### config.mk
export PLATFORM = sky130hd
export DESIGN_NAME = rx_packet_ctrl
export DESIGN_NICKNAME = d
export VERILOG_FILES = /design/src/rtl/rx_packet_ctrl.sv
export SDC_FILE = /design/constraint.sdc
export NUM_CORES = 1
export LEC_CHECK = 0
export ABC_AREA = 1
export CAP_MARGIN = 25
export CELL_PAD_IN_SITES_DETAIL_PLACEMENT = 0
export CELL_PAD_IN_SITES_GLOBAL_PLACEMENT = 1
export CORE_MARGIN = 2
export CORE_UTILIZATION = 38
export DETAILED_ROUTE_END_ITERATION = 8
export GPL_ROUTABILITY_DRIVEN = 0
export PLACE_DENSITY = 0.81
export REMOVE_ABC_BUFFERS = 1
export SLEW_MARGIN = 40
export SYNTH_ARGS = -nofsm -noshare
export SYNTH_HDL_FRONTEND = slang
export SYNTH_SLANG_ARGS = --single-unit
export TNS_END_PERCENT = 20
### constraint.sdc
create_clock -name clk_i -period 1.65 [get_ports clk_i]
set_input_delay 0.4125 -clock clk_i [delete_from_list [all_inputs] [get_ports clk_i]]
set_output_delay 0.4125 -clock clk_i [all_outputs]
set_load 0.02 [all_outputs]
### src/rtl/rx_packet_ctrl.sv
// Frame sequencer behind the UART byte receiver: SYNC, ID, LEN, PAYLOAD, CHK.
// Presents only address-, length- and checksum-verified payloads, with an inter-byte timeout.
module rx_packet_ctrl #(
  parameter logic [7:0] SYNC_BYTE = 8'hA5,
  parameter logic [7:0] BOT_ID    = 8'h01,
  parameter int         MAX_LEN   = 8,
  parameter int         TIMEOUT   = 20000
) (
  input  logic                 clk_i,
  input  logic                 rst_ni,
  input  logic [7:0]           rx_byte_i,
  input  logic                 rx_done_i,
  output logic [8*MAX_LEN-1:0] pkt_data_o,
  output logic [3:0]           pkt_len_o,
  output logic                 pkt_valid_o,
  output logic                 err_chk_o,
  output logic                 err_len_o,
  output logic                 err_timeout_o,
  output logic                 busy_o
);

  localparam int CW = $clog2(TIMEOUT);
  localparam logic [CW-1:0] CNT_LAST = CW'(TIMEOUT - 1);

  typedef enum logic [2:0] {S_IDLE, S_ID, S_LEN, S_PAYLOAD, S_CHK} state_t;

  state_t               state_q;
  logic                 match_q;
  logic [7:0]           chkAcc_q;
  logic [3:0]           len_q;
  logic [3:0]           idx_q;
  logic [CW-1:0]        cnt_q;
  logic [8*MAX_LEN-1:0] shadow_q;
  logic [8*MAX_LEN-1:0] pktData_q;
  logic [3:0]           pktLen_q;
  logic                 pktValid_q;
  logic                 errChk_q;
  logic                 errLen_q;
  logic                 errTimeout_q;

  logic [7:0]           chkAcc_d;
  logic [8*MAX_LEN-1:0] shadowFill_d;

  always_comb begin
    chkAcc_d = chkAcc_q ^ rx_byte_i;
    shadowFill_d = '0;
    for (int k = 0; k < MAX_LEN; k++) begin
      if (4'(k) < len_q) shadowFill_d[8*k +: 8] = shadow_q[8*k +: 8];
    end
  end

  // A received byte always takes priority over timeout expiry in the same cycle.
  always_ff @(posedge clk_i or negedge rst_ni) begin
    if (!rst_ni) begin
      state_q      <= S_IDLE;
      match_q      <= 1'b0;
      chkAcc_q     <= '0;
      len_q        <= '0;
      idx_q        <= '0;
      cnt_q        <= '0;
      shadow_q     <= '0;
      pktData_q    <= '0;
      pktLen_q     <= '0;
      pktValid_q   <= 1'b0;
      errChk_q     <= 1'b0;
      errLen_q     <= 1'b0;
      errTimeout_q <= 1'b0;
    end else begin
      pktValid_q   <= 1'b0;
      errChk_q     <= 1'b0;
      errLen_q     <= 1'b0;
      errTimeout_q <= 1'b0;
      if (rx_done_i) begin
        cnt_q <= '0;
        case (state_q)
          S_IDLE: begin
            if (rx_byte_i == SYNC_BYTE) state_q <= S_ID;
          end
          S_ID: begin
            match_q  <= (rx_byte_i == BOT_ID) || (rx_byte_i == 8'hFF);
            chkAcc_q <= rx_byte_i;
            state_q  <= S_LEN;
          end
          S_LEN: begin
            if (rx_byte_i == 8'd0 || rx_byte_i > 8'(MAX_LEN)) begin
              errLen_q <= 1'b1;
              state_q  <= S_IDLE;
            end else begin
              len_q    <= rx_byte_i[3:0];
              chkAcc_q <= chkAcc_d;
              idx_q    <= '0;
              state_q  <= S_PAYLOAD;
            end
          end
          S_PAYLOAD: begin
            for (int k = 0; k < MAX_LEN; k++) begin
              if (idx_q == 4'(k)) shadow_q[8*k +: 8] <= rx_byte_i;
            end
            chkAcc_q <= chkAcc_d;
            idx_q    <= idx_q + 4'd1;
            if (idx_q == len_q - 4'd1) state_q <= S_CHK;
          end
          S_CHK: begin
            if (match_q) begin
              if (rx_byte_i == chkAcc_q) begin
                pktData_q  <= shadowFill_d;
                pktLen_q   <= len_q;
                pktValid_q <= 1'b1;
              end else begin
                errChk_q <= 1'b1;
              end
            end
            state_q <= S_IDLE;
          end
          default: state_q <= S_IDLE;
        endcase
      end else if (state_q == S_IDLE) begin
        cnt_q <= '0;
      end else if (cnt_q == CNT_LAST) begin
        errTimeout_q <= 1'b1;
        cnt_q        <= '0;
        state_q      <= S_IDLE;
      end else if (cnt_q != '1) begin
        cnt_q <= cnt_q + 1'b1;
      end
    end
  end

  assign pkt_data_o    = pktData_q;
  assign pkt_len_o     = pktLen_q;
  assign pkt_valid_o   = pktValid_q;
  assign err_chk_o     = errChk_q;
  assign err_len_o     = errLen_q;
  assign err_timeout_o = errTimeout_q;
  assign busy_o        = (state_q != S_IDLE);

endmodule

==> reports/qor.txt, run 1 <==
CP cell instances - nor2_4 -> nand2_2 -> buf_2
core area - 20400 sq um
first-pass GRT wire length - 31100 um
Switching Fraction - 0.319
number of synthesized register bits - 171
initial antenna violation count - 0
Pleak - 0.00546 uW
Slew headroom - 0.750
Final Critical Period - 1.67 ns
failing checks - negative setup slack
Antenna Cells - 0
number of instances in the placed design - 1352
initial core utilization - 0.390
slowest stage delay, CP - 0.42 ns
gr ovfl total - 0
DRT Pass-1 Iters - 5
CTS tree - built
Pwr Density - 1070 nW/um^2
fin worst setup slack - -0.0182 ns
later-pin clock latency in the skew report - 0.43 ns
Clk pwr share - 0.334
max-cap viol count - 0
share of cells above drive strength 1 - 0.150
multi-input logic area - 3230 sq um
dpl hpwl - 12700 um
Yosys cell types - 31
Critical Path End Type - output pin
CTS Root Cell - clkbuf_16
Die W - 149 um
number of core rows - 52
vias in the first global route - 6141
Storage cell area - 4280 sq um
commonest non-fill, non-tap cell in the layout - nand2_1
CP max-delay cell - dfrtp_1
Synthesis Warnings - 0
PortBufs - 83
run status - finished with violations
worst-margin pin slew - 0.375 ns
Worst Setup Start Kind - flop
GR Util All Layers - 0.178
share of the yosys chip area belonging to registers - 0.539
WL final - 20900 um
CTS H-Tree Depth - 4
Logic pwr share - 0.229
Die H - 149 um
die area - 22100 sq um
final core utilization - 0.511
fin crit share - 1.01
family with the most delay on the worst path - flip-flops
worst path bufs/invs - 1
Worst Clk Skew - 0.00877 ns
DR DRC count - 0
CP Class - reg2out
Vias - 6832
Ports - 84
synthesized area - 7940 sq um
Antenna Violating Nets Remaining - 0
Clock Tree Buf Depth - 2
clock transition at the registers of the reported paths - 0.07 ns
fin cells - 1397
Peak VDD IR - 0.913 mV
arrival time worst endpoint - 1.26 ns
Area Growth Syn to Fin - 31.0%
Max Slew Vio Count - 0
Post-layout nets - 1135
Max Freq - 599 MHz
Post-Syn Instances - 969
drt wl/cell - 14.9 um
HP Class - in2reg
initial DRC count - 440
most frequent cells in the layout - 292 x nand2_1, 171 x dfrtp_1, 93 x o21ai_0, 89 x inv_1, 80 x nor2_1
Syn Area/Cell - 8.19 sq um
CTS sink count - 171
sequential power share - 0.437
total CTS buffers - 17
Via density - 4.89
sw power - 3540 uW
required time worst endpoint - 1.24 ns
largest net degree at the start of global routing - 55
Filler cells - 1972
Int Power - 7560 uW
Max FO, Critical Path - 2
RSZ-0062 raised after global routing - true
final setup vio count - 1
Hold Fails Final Rpt - 0
cells in the mapped netlist:
master | instances | area [sq um]
nor4_1 | 1 | 6.26
nand3_1 | 79 | 395
inv_2 | 1 | 3.75
a21oi_1 | 8 | 40.0
nand4_4 | 2 | 42.5
clkbuf_1 | 11 | 41.3
nand2_1 | 314 | 1180
nor2_4 | 2 | 22.5
nand2_2 | 2 | 12.5
buf_2 | 19 | 95.1
o21bai_1 | 1 | 7.51
o21ai_0 | 95 | 475
nor3_1 | 4 | 20.0
xnor2_1 | 7 | 61.3
clkbuf_8 | 1 | 13.8
xor2_1 | 5 | 43.8
nor2_1 | 88 | 330
ha_1 | 9 | 113
a31oi_1 | 1 | 6.26
nand3b_1 | 10 | 75.1
buf_4 | 5 | 37.5
nor3b_1 | 1 | 7.51
dfrtp_1 | 171 | 4280
nand4_1 | 29 | 181
and2_1 | 1 | 6.26
o21ai_1 | 1 | 5.00
inv_1 | 91 | 342
nor2_2 | 1 | 6.26
or2_2 | 2 | 12.5
o41ai_1 | 1 | 8.76
buf_6 | 6 | 67.6
flip-flops by register name, indices dropped and copies added, names as in the netlist, 3 cells and up:
name and count:
chkAcc_q 8, cnt_q 15, idx_q 4, len_q 4, pkt_data_o 64, pkt_len_o 4
shadow_q 64, state_q 3
per-stage QoR:
step | setup WS, ns | hold slack, ns | setup TNS, ns | total power (uW) | area [sq um]
2_1_floorplan | -1.08 | 0.117 | -80.82 | 6230 | 7680
3_3_place_gp | -0.441 | 0.345 | -53.05 | 7240 | 9490
3_5_place_dp | -0.437 | 0.346 | -52.63 | 7270 | 9490
4_1_cts | -0.155 | 0.471 | -0.155 | 11000 | 9950
5_1_grt | -0.0520 | 0.480 | -2.05 | 11700 | 10400
6_report | -0.0182 | 0.447 | -0.0182 | 11100 | 10400
power groups by stage:
stage,combinational (uW),sequential (uW),clock (uW)
after floorplan,1340,4880,0
after global placement,2360,4880,0
after detailed placement,2380,4890,0
after CTS,2380,4820,3760
after global routing,2880,4900,3940
final,2550,4850,3700
worst register-to-register path, stage by stage (launching register included):
cell and delay, ns:
dfrtp_1 0.41, xnor2_2 0.19, nand4_1 0.16, nor2_4 0.29, buf_6 0.18, clkbuf_16 0.17
nand4_1 0.11, nand2_1 0.08
path summary, 6_finish.rpt:
kind / from / endpoint / slack [ns] / cells past startpoint
max: state_q[1] / busy_o / -0.02 / 3
min: rx_byte_i[5] / chkAcc_q[5] / 0.45 / 5
max reg2reg: chkAcc_q[0] / pkt_data_o[59] / 0.02 / 7
min reg2reg: pkt_data_o[33] / pkt_data_o[33] / 0.46 / 2
max in group asynchronous: rst_ni / cnt_q[12] / 0.60 / 3
min in group asynchronous: rst_ni / pkt_data_o[0] / 0.47 / 2
per-layer routing:
layer / global-route usage / vias to the layer above / routed length (um)
met1: 0.252 / 3266 / 9890
met2: 0.282 / 168 / 9820
met5: 0 / - / 0
met3: 0.0353 / 17 / 934
li1: - / 3381 / -
met4: 0.0471 / 0 / 217
cell type report:
type / instances / share of cell area
multi-input cells: 664 / 0.310
inverters: 92 / 0.0334
flip-flops and latches: 171 / 0.411
clock inverters: 12 / 0.00878
clock buffers: 19 / 0.0426
well taps: 270 / 0.0325
repair buffers: 169 / 0.161
cell families (layout without fill, tap and decap cells):
group | after synthesis | count (layout) | synth area share
simple gates | 536 | 536 | 0.289
fa+ha+maj | 9 | 9 | 0.0142
buf+inv | 134 | 292 | 0.0757
xor+xnor | 12 | 12 | 0.0132
flops | 171 | 171 | 0.539
compound gates | 107 | 107 | 0.0684
what timing repair did:
item,in CTS,in global routing
pin swaps,0,11
gates cloned,0,10
setup buffers,0,3
gates resized for setup,75,71
setup endpoints to repair,74,90
hold buffers,1,0
endpoints found under the hold margin,31,0
No activity file was read; power rests on OpenSTA's default activity.
==> run 2: changes to the inputs <==
--- a/config.mk
+++ b/config.mk
@@ -6,14 +6,12 @@
 export NUM_CORES = 1
 export LEC_CHECK = 0
 export ABC_AREA = 1
-export CAP_MARGIN = 25
-export CELL_PAD_IN_SITES_DETAIL_PLACEMENT = 0
-export CELL_PAD_IN_SITES_GLOBAL_PLACEMENT = 1
+export CAP_MARGIN = 20
 export CORE_MARGIN = 2
-export CORE_UTILIZATION = 38
+export CORE_UTILIZATION = 51
 export DETAILED_ROUTE_END_ITERATION = 8
 export GPL_ROUTABILITY_DRIVEN = 0
-export PLACE_DENSITY = 0.81
+export PLACE_DENSITY = 0.82
 export REMOVE_ABC_BUFFERS = 1
 export SLEW_MARGIN = 40
 export SYNTH_ARGS = -nofsm -noshare
==> run 2 against run 1 <==
Effect of this change:
- the flow still finishes with violations (negative setup slack)
- critical path depth did not move
- clock power rose by 2%
- non-clock buffer count fell by 5
- critical endpoint unchanged
- largest power group unchanged
==> reports/qor.txt, run 2 (synthesis gave the netlist of run 1 again) <==
Max FO, Critical Path - 2
later-pin clock latency in the skew report - 0.43 ns
DR DRC count - 0
final setup vio count - 1
number of instances in the placed design - 1271
Storage cell area - 4280 sq um
Antenna Cells - 0
CTS tree - built
HP Class - in2reg
WL final - 19300 um
required time worst endpoint - 1.24 ns
run status - finished with violations
fin cells - 1311
Critical Path End Type - output pin
share of cells above drive strength 1 - 0.134
Placement Setup Slack - -0.539 ns
PortBufs - 83
CTS sink count - 171
CTS Root Cell - clkbuf_16
Max Freq - 601 MHz
Final Critical Period - 1.66 ns
Post-layout nets - 1130
Vias - 7005
die area - 16600 sq um
Max Slew Vio Count - 0
Design Area, Final - 10100 sq um
Power Total - 11200 uW
failing checks - negative setup slack
max-cap viol count - 0
CTS H-Tree Depth - 4
core area - 15200 sq um
Worst Setup Start Kind - flop
fin crit share - 1.01
CP Class - reg2out
Pwr Density - 1120 nW/um^2
initial DRC count - 569
final core utilization - 0.662
dpl hpwl - 12300 um
Placed Area - 9400 sq um
number of core rows - 45
Pleak - 0.00529 uW
vias in the first global route - 6333
fin worst setup slack - -0.0142 ns
first-pass GRT wire length - 30700 um
GR Util All Layers - 0.233
drt wl/cell - 14.7 um
worst-margin pin slew - 0.454 ns
met3 WL - 1260 um
M1 WL - 8330 um
total CTS buffers - 17
clock transition at the registers of the reported paths - 0.07 ns
RSZ-0062 raised after global routing - true
Antenna Violating Nets Remaining - 0
DRT Pass-1 Iters - 5
arrival time worst endpoint - 1.25 ns
initial core utilization - 0.522
Area Growth Syn to Fin - 26.7%
Worst Clk Skew - 0.0124 ns
Hold Fails Final Rpt - 0
metal2 WL - 9360 um
Clock Tree Buf Depth - 2
Peak VDD IR - 0.854 mV
Ports - 84
Slew headroom - 0.697
gr ovfl total - 0
most frequent cells in the layout - 306 x nand2_1, 171 x dfrtp_1, 93 x o21ai_0, 87 x inv_1
initial antenna violation count - 0
multi-input logic area - 3170 sq um
Die W - 129 um
commonest non-fill, non-tap cell in the layout - nand2_1
Die H - 129 um
largest net degree at the start of global routing - 47
Via density - 5.34
highest metal used - met4
Filler cells - 1230
[run 2: cell count changes in the layout (fill, tap and decap cells not counted), sizes merged]
cell	before	now
clkdlybuf4s50	1	8
dlymetal6s2s	8	1
clkbuf	25	19
clkinv	7	4
inv	96	99
clkinvlp	1	3
[run 2: per-layer routing]
metal / up-vias / global-route usage
met5: - / 0
met4: 0 / 0.0767
met3: 35 / 0.0507
met1: 3298 / 0.315
met2: 287 / 0.377
li1: 3385 / -
[run 2: per-stage QoR]
stage                     TNS, ns  hold slack, ns
after CTS                  -0.151           0.454
after detailed placement   -54.46           0.342
final                     -0.0142           0.444
after global routing        -1.70           0.468
after global placement     -47.51           0.339
after floorplan            -80.82           0.117
[run 2: worst max-delay path, stage by stage (launching register included)]
cell and delay [ns]:
dfrtp_1 0.41, nor2_4 0.14, nand2_2 0.10, clkbuf_2 0.17
[run 2: layout make-up]
type	instances	share of cell area
sequential	171	0.425
multi-input combinational	664	0.315
timing repair buffer	164	0.146
clock buffer	18	0.0427
inverter	92	0.0343
tap	188	0.0234
clock inverter	14	0.0132
[run 2: report_power, final]
part	total, uW	internal (uW)	switching, uW
combinational	2600	987	1610
clock	3790	1990	1800
sequential	4860	4580	279
[run 2: repair_timing]
action	4_1_cts	5_1_grt
cloned	0	1
pin swaps	2	5
resized for setup	78	41
hold endpoints to repair	30	0
setup buffers	0	6
hold buffers	1	0
endpoints found under the setup margin	89	100
[run 2: worst paths after layout]
check	from	to	slack [ns]	depth (start not counted)
min in group asynchronous	rst_ni	pkt_data_o[16]	0.45	2
setup / recovery	state_q[1]	busy_o	-0.01	3
setup reg to reg	chkAcc_q[2]	pkt_data_o[55]	0.05	8
hold reg to reg	pkt_data_o[32]	pkt_data_o[32]	0.46	2
hold / removal	rx_byte_i[7]	chkAcc_q[7]	0.44	5
max in group asynchronous	rst_ni	shadow_q[39]	0.64	3
==> run 3: changes to the inputs <==
--- a/config.mk
+++ b/config.mk
@@ -6,7 +6,7 @@
 export NUM_CORES = 1
 export LEC_CHECK = 0
 export ABC_AREA = 1
-export CAP_MARGIN = 20
+export CAP_MARGIN = 15
 export CORE_MARGIN = 2
 export CORE_UTILIZATION = 51
 export DETAILED_ROUTE_END_ITERATION = 8
==> results of run 3 <==
The final DEF is identical to that of run 2; final timing and power are the same.
==> RTL edit 1: new RTL, flow settings as in run 1 <==
Compare `cnt_q` against `CNT_LAST` with >= in place of ==.
--- a/src/rtl/rx_packet_ctrl.sv
+++ b/src/rtl/rx_packet_ctrl.sv
@@ -116,7 +116,7 @@
         endcase
       end else if (state_q == S_IDLE) begin
         cnt_q <= '0;
-      end else if (cnt_q == CNT_LAST) begin
+      end else if (cnt_q >= CNT_LAST) begin
         errTimeout_q <= 1'b1;
         cnt_q        <= '0;
         state_q      <= S_IDLE;
Formal check against the unedited RTL: no difference found for any inputs over 4 cycles, from zero or initial values and one cycle with rst_ni low; that may be too few to reach the edited logic, so the function may still have changed.
==> RTL edit 1 against run 1 <==
  * The run still ends with negative setup slack left
  * Sequential cell count stayed put
  * Worst hold slack worse by 0.0058 ns
  * Setup slack worse by 0.068 ns
  * Cell area is 3.9% lower
  * Area after synthesis is 6.2% lower
  * Wire length is 8.6% lower
  * Die area is 6.1% lower
  * Total power is 9.4% higher
  * Critical endpoint is now pkt_data_o[16]$_DFFE_PN0P_
==> RTL edit 1: results (changes against run 1) <==
| Metric | Value |
|---|---|
| Outcome | finished with violations |
| Failing checks | negative setup slack |
| DRT iter0 DRCs | 385 (-13%) |
| Met2 usage | 0.306 (+0.0231) |
| Avg WL per Cell | 15.0 um (+0.40%) |
| Setup ws final | -0.0865 ns (-0.0682 ns) |
| Sequential fraction of the synthesis area | 0.575 (+0.0358) |
| Kind of cell adding the most delay to the critical path | simple AND/OR/NAND/NOR gates |
| Final setup vio count | 91 (+90) |
| GR Util met3 | 0.0390 (+0.00371) |
| M1 GR Usage | 0.244 (-0.00761) |
| Synth area leaders | dfrtp_1 (57%), nand2_1 (14%), nand3_1 (5.3%), o21ai_0 (5.0%), nor2_1 (2.5%) |
| Post-DP Area | 9190 um2 (-3.2%) |
| Place WS | -0.630 ns (-0.193 ns) |
| Inverters | 41 (-55%) |
| Dpl cells | 1,227 (-9.2%) |
| Syn Area/Cell | 9.01 um2 (+10%) |
| Final clock-cell share | 0.0565 (+0.00509) |
| Share of cells above drive strength 1 | 0.174 (+0.0238) |
| DR vias | 6,068 (-11%) |
| Unique masters post-synth | 38 (+23%) |
| Setup TNS | -3.83 ns (-3.81 ns) |
| Peak supply drop | 0.000912 V (about the same) |
| Max Fanout on Critical Path | 17 (+15) |
| Number of global-route vias before repair | 5,806 (-5.5%) |
-- RTL edit 1: changes by cell type after synthesis, moves of 4 or more --
cell	delta
inv_1	-57
nor2_1	-38
nand2_1	-29
nand4_1	-25
o21ai_0	-21
a21oi_1	+12
nand3b_1	-9
buf_2	-7
a21oi_2	+4
inv_2	+4
nor4_1	+4
o21ai_1	+4
xor2_1	+4
-- RTL edit 1: final timing paths --
check                                           start                    endpoint  cells after the start  slack [ns]
max reg2reg                   chkAcc_q[2]$_DFFE_PN0P_  pkt_data_o[16]$_DFFE_PN0P_                      9       -0.09
max                           chkAcc_q[2]$_DFFE_PN0P_  pkt_data_o[16]$_DFFE_PN0P_                      9       -0.09
min                                            rst_ni     chkAcc_q[3]$_DFFE_PN0P_                      2        0.44
min in group clk_i         pkt_data_o[27]$_DFFE_PN0P_  pkt_data_o[27]$_DFFE_PN0P_                      2        0.47
max in group asynchronous                      rst_ni    shadow_q[19]$_DFFE_PN0P_                      3        0.65
min reg2reg                pkt_data_o[27]$_DFFE_PN0P_  pkt_data_o[27]$_DFFE_PN0P_                      2        0.47
-- RTL edit 1: cells by family after synthesis --
kind of cell,Yosys count,share of synthesized area
AO/OA/AOI/OAI,110,0.0780
XOR/XNOR,15,0.0177
adder cells (fa/ha/maj),9,0.0151
buffers and inverters,71,0.0472
flip-flops,171,0.575
AND/OR/NAND/NOR,450,0.267
-- RTL edit 1: power by group through the flow --
stage               Clock, W  Combinational [W]  Sequential [W]
floorplan                  0            0.00162         0.00522
global placement           0            0.00282         0.00528
detailed placement         0            0.00286         0.00529
CTS                  0.00389            0.00290         0.00522
global route         0.00409            0.00344         0.00533
finish               0.00383            0.00305         0.00526
==> RTL edit 2: new RTL, config.mk and constraints of run 1 <==
Without the edit above. Set the parameter `MAX_LEN` to 4 (it was 8).
--- a/src/rtl/rx_packet_ctrl.sv
+++ b/src/rtl/rx_packet_ctrl.sv
@@ -3,7 +3,7 @@
 module rx_packet_ctrl #(
   parameter logic [7:0] SYNC_BYTE = 8'hA5,
   parameter logic [7:0] BOT_ID    = 8'h01,
-  parameter int         MAX_LEN   = 8,
+  parameter int         MAX_LEN   = 4,
   parameter int         TIMEOUT   = 20000
 ) (
   input  logic                 clk_i,
Ports: changed (resized pkt_data_o); port bits go from 84 to 52. No check against the original RTL was run, so the function may have changed too.
==> RTL edit 2 against run 1 <==
  * Worst hold slack gained 0.020 ns
  * Area after synthesis fell by 30%
  * Total power decreased by 27%
  * Cell area shrank 31%
  * Clock power shrank 42%
  * Critical path type unchanged
  * Sequential cell count down 64
  * Wire length decreased by 34%
  * Clock skew rose by 0.0057 ns
  * Setup slack improved by 0.032 ns
==> RTL edit 2: results (changes against run 1) <==
| Metric | Value |
|---|---|
| Total CTS buffers | 9 (-8) |
| Combinational gate power | 0.00271 W (+6%) |
| Fin Clk Skew | 0.0144 ns (+0.00568 ns) |
| First-pass GRT wire length | 23,100 um (-26%) |
| Synth area leaders | dfrtp_1 (48%), nand2_1 (13%), nor2_1 (6.9%), inv_1 (5.2%), nand4_1 (4.9%) |
| R2R cell count | 4 (-3) |
| DR vias | 4,858 (-29%) |
| P_int | 0.00521 W (-31%) |
| Place WS | -0.452 ns (-0.0156 ns) |
| Port bufs | 51 (-39%) |
| Top post-synthesis cells by count | nand2_1 (193), dfrtp_1 (107), nor2_1 (103) |
| Post-DP HPWL | 9950 um (-22%) |
| Unique masters post-synth | 34 (+9.7%) |
| M1 GR Usage | 0.236 (-0.0160) |
| Fillers | 1,415 (-28%) |
| HP Start | pkt_data_o[2]$_DFFE_PN0P_ |
| Synth Area in Compound Gates | 0.0673 (-0.00112) |
| Outcome | finished, final reports clean |
| Met1 wire length | 6290 um (-36%) |
| Post-Synth Adder-Cell Area | 0.0202 (+0.00600) |
| Final setup vio count | 0 (-1) |
| R2R Setup Slk | 0.08 ns (+0.06 ns) |
| Met2 usage | 0.300 (+0.0178) |
| H-tree Lvls | 3 (-1) |
| Slowest cell delay on critical path | 0.39 ns (-0.03 ns) |
| Resized cells post-CTS | 53 (-29%) |
| RR Startpoint | idx_q[2]$_DFFE_PN0P_ |
| Hold_ws | 0.466 ns (+0.0196 ns) |
| Worst EP arrival | 1.22 ns (-0.04 ns) |
| Largest net degree at the start of global routing | 31 (-44%) |
| Peak supply drop | 0.000564 V (-38%) |
RTL edit 2: changes by cell type in the layout (fill, tap and decap cells not counted), moves of 21 or more:
cell,delta
dfrtp_1,-64
dlygate4sd2_1,-28
nand3_1,-50
o21ai_0,-63
nand2_1,-101
nand2_2,-21
RTL edit 2: per-stage QoR:
stage | setup TNS (ns) | instance area (um2) | cells | total power [W]
after floorplan | -34.74 | 5360 | 669 | 0.00477
after global placement | -34.34 | 6780 | 977 | 0.00582
after detailed placement | -36.48 | 6780 | 977 | 0.00588
after CTS | -0.0423 | 7030 | 994 | 0.00806
after global routing | -0.159 | 7190 | 999 | 0.00859
final | 0 | 7190 | 999 | 0.00808
RTL edit 2: cell type report:
cell class | instances | area [um2] | area share
Clock buffer | 10 | 239 | 0.0333
Multi-Input combinational cell | 482 | 2500 | 0.348
Clock inverter | 6 | 52.6 | 0.00731
Timing Repair Buffer | 128 | 1170 | 0.163
Sequential cell | 107 | 2680 | 0.373
Tap cell | 184 | 230 | 0.0320
Inverter | 82 | 313 | 0.0435
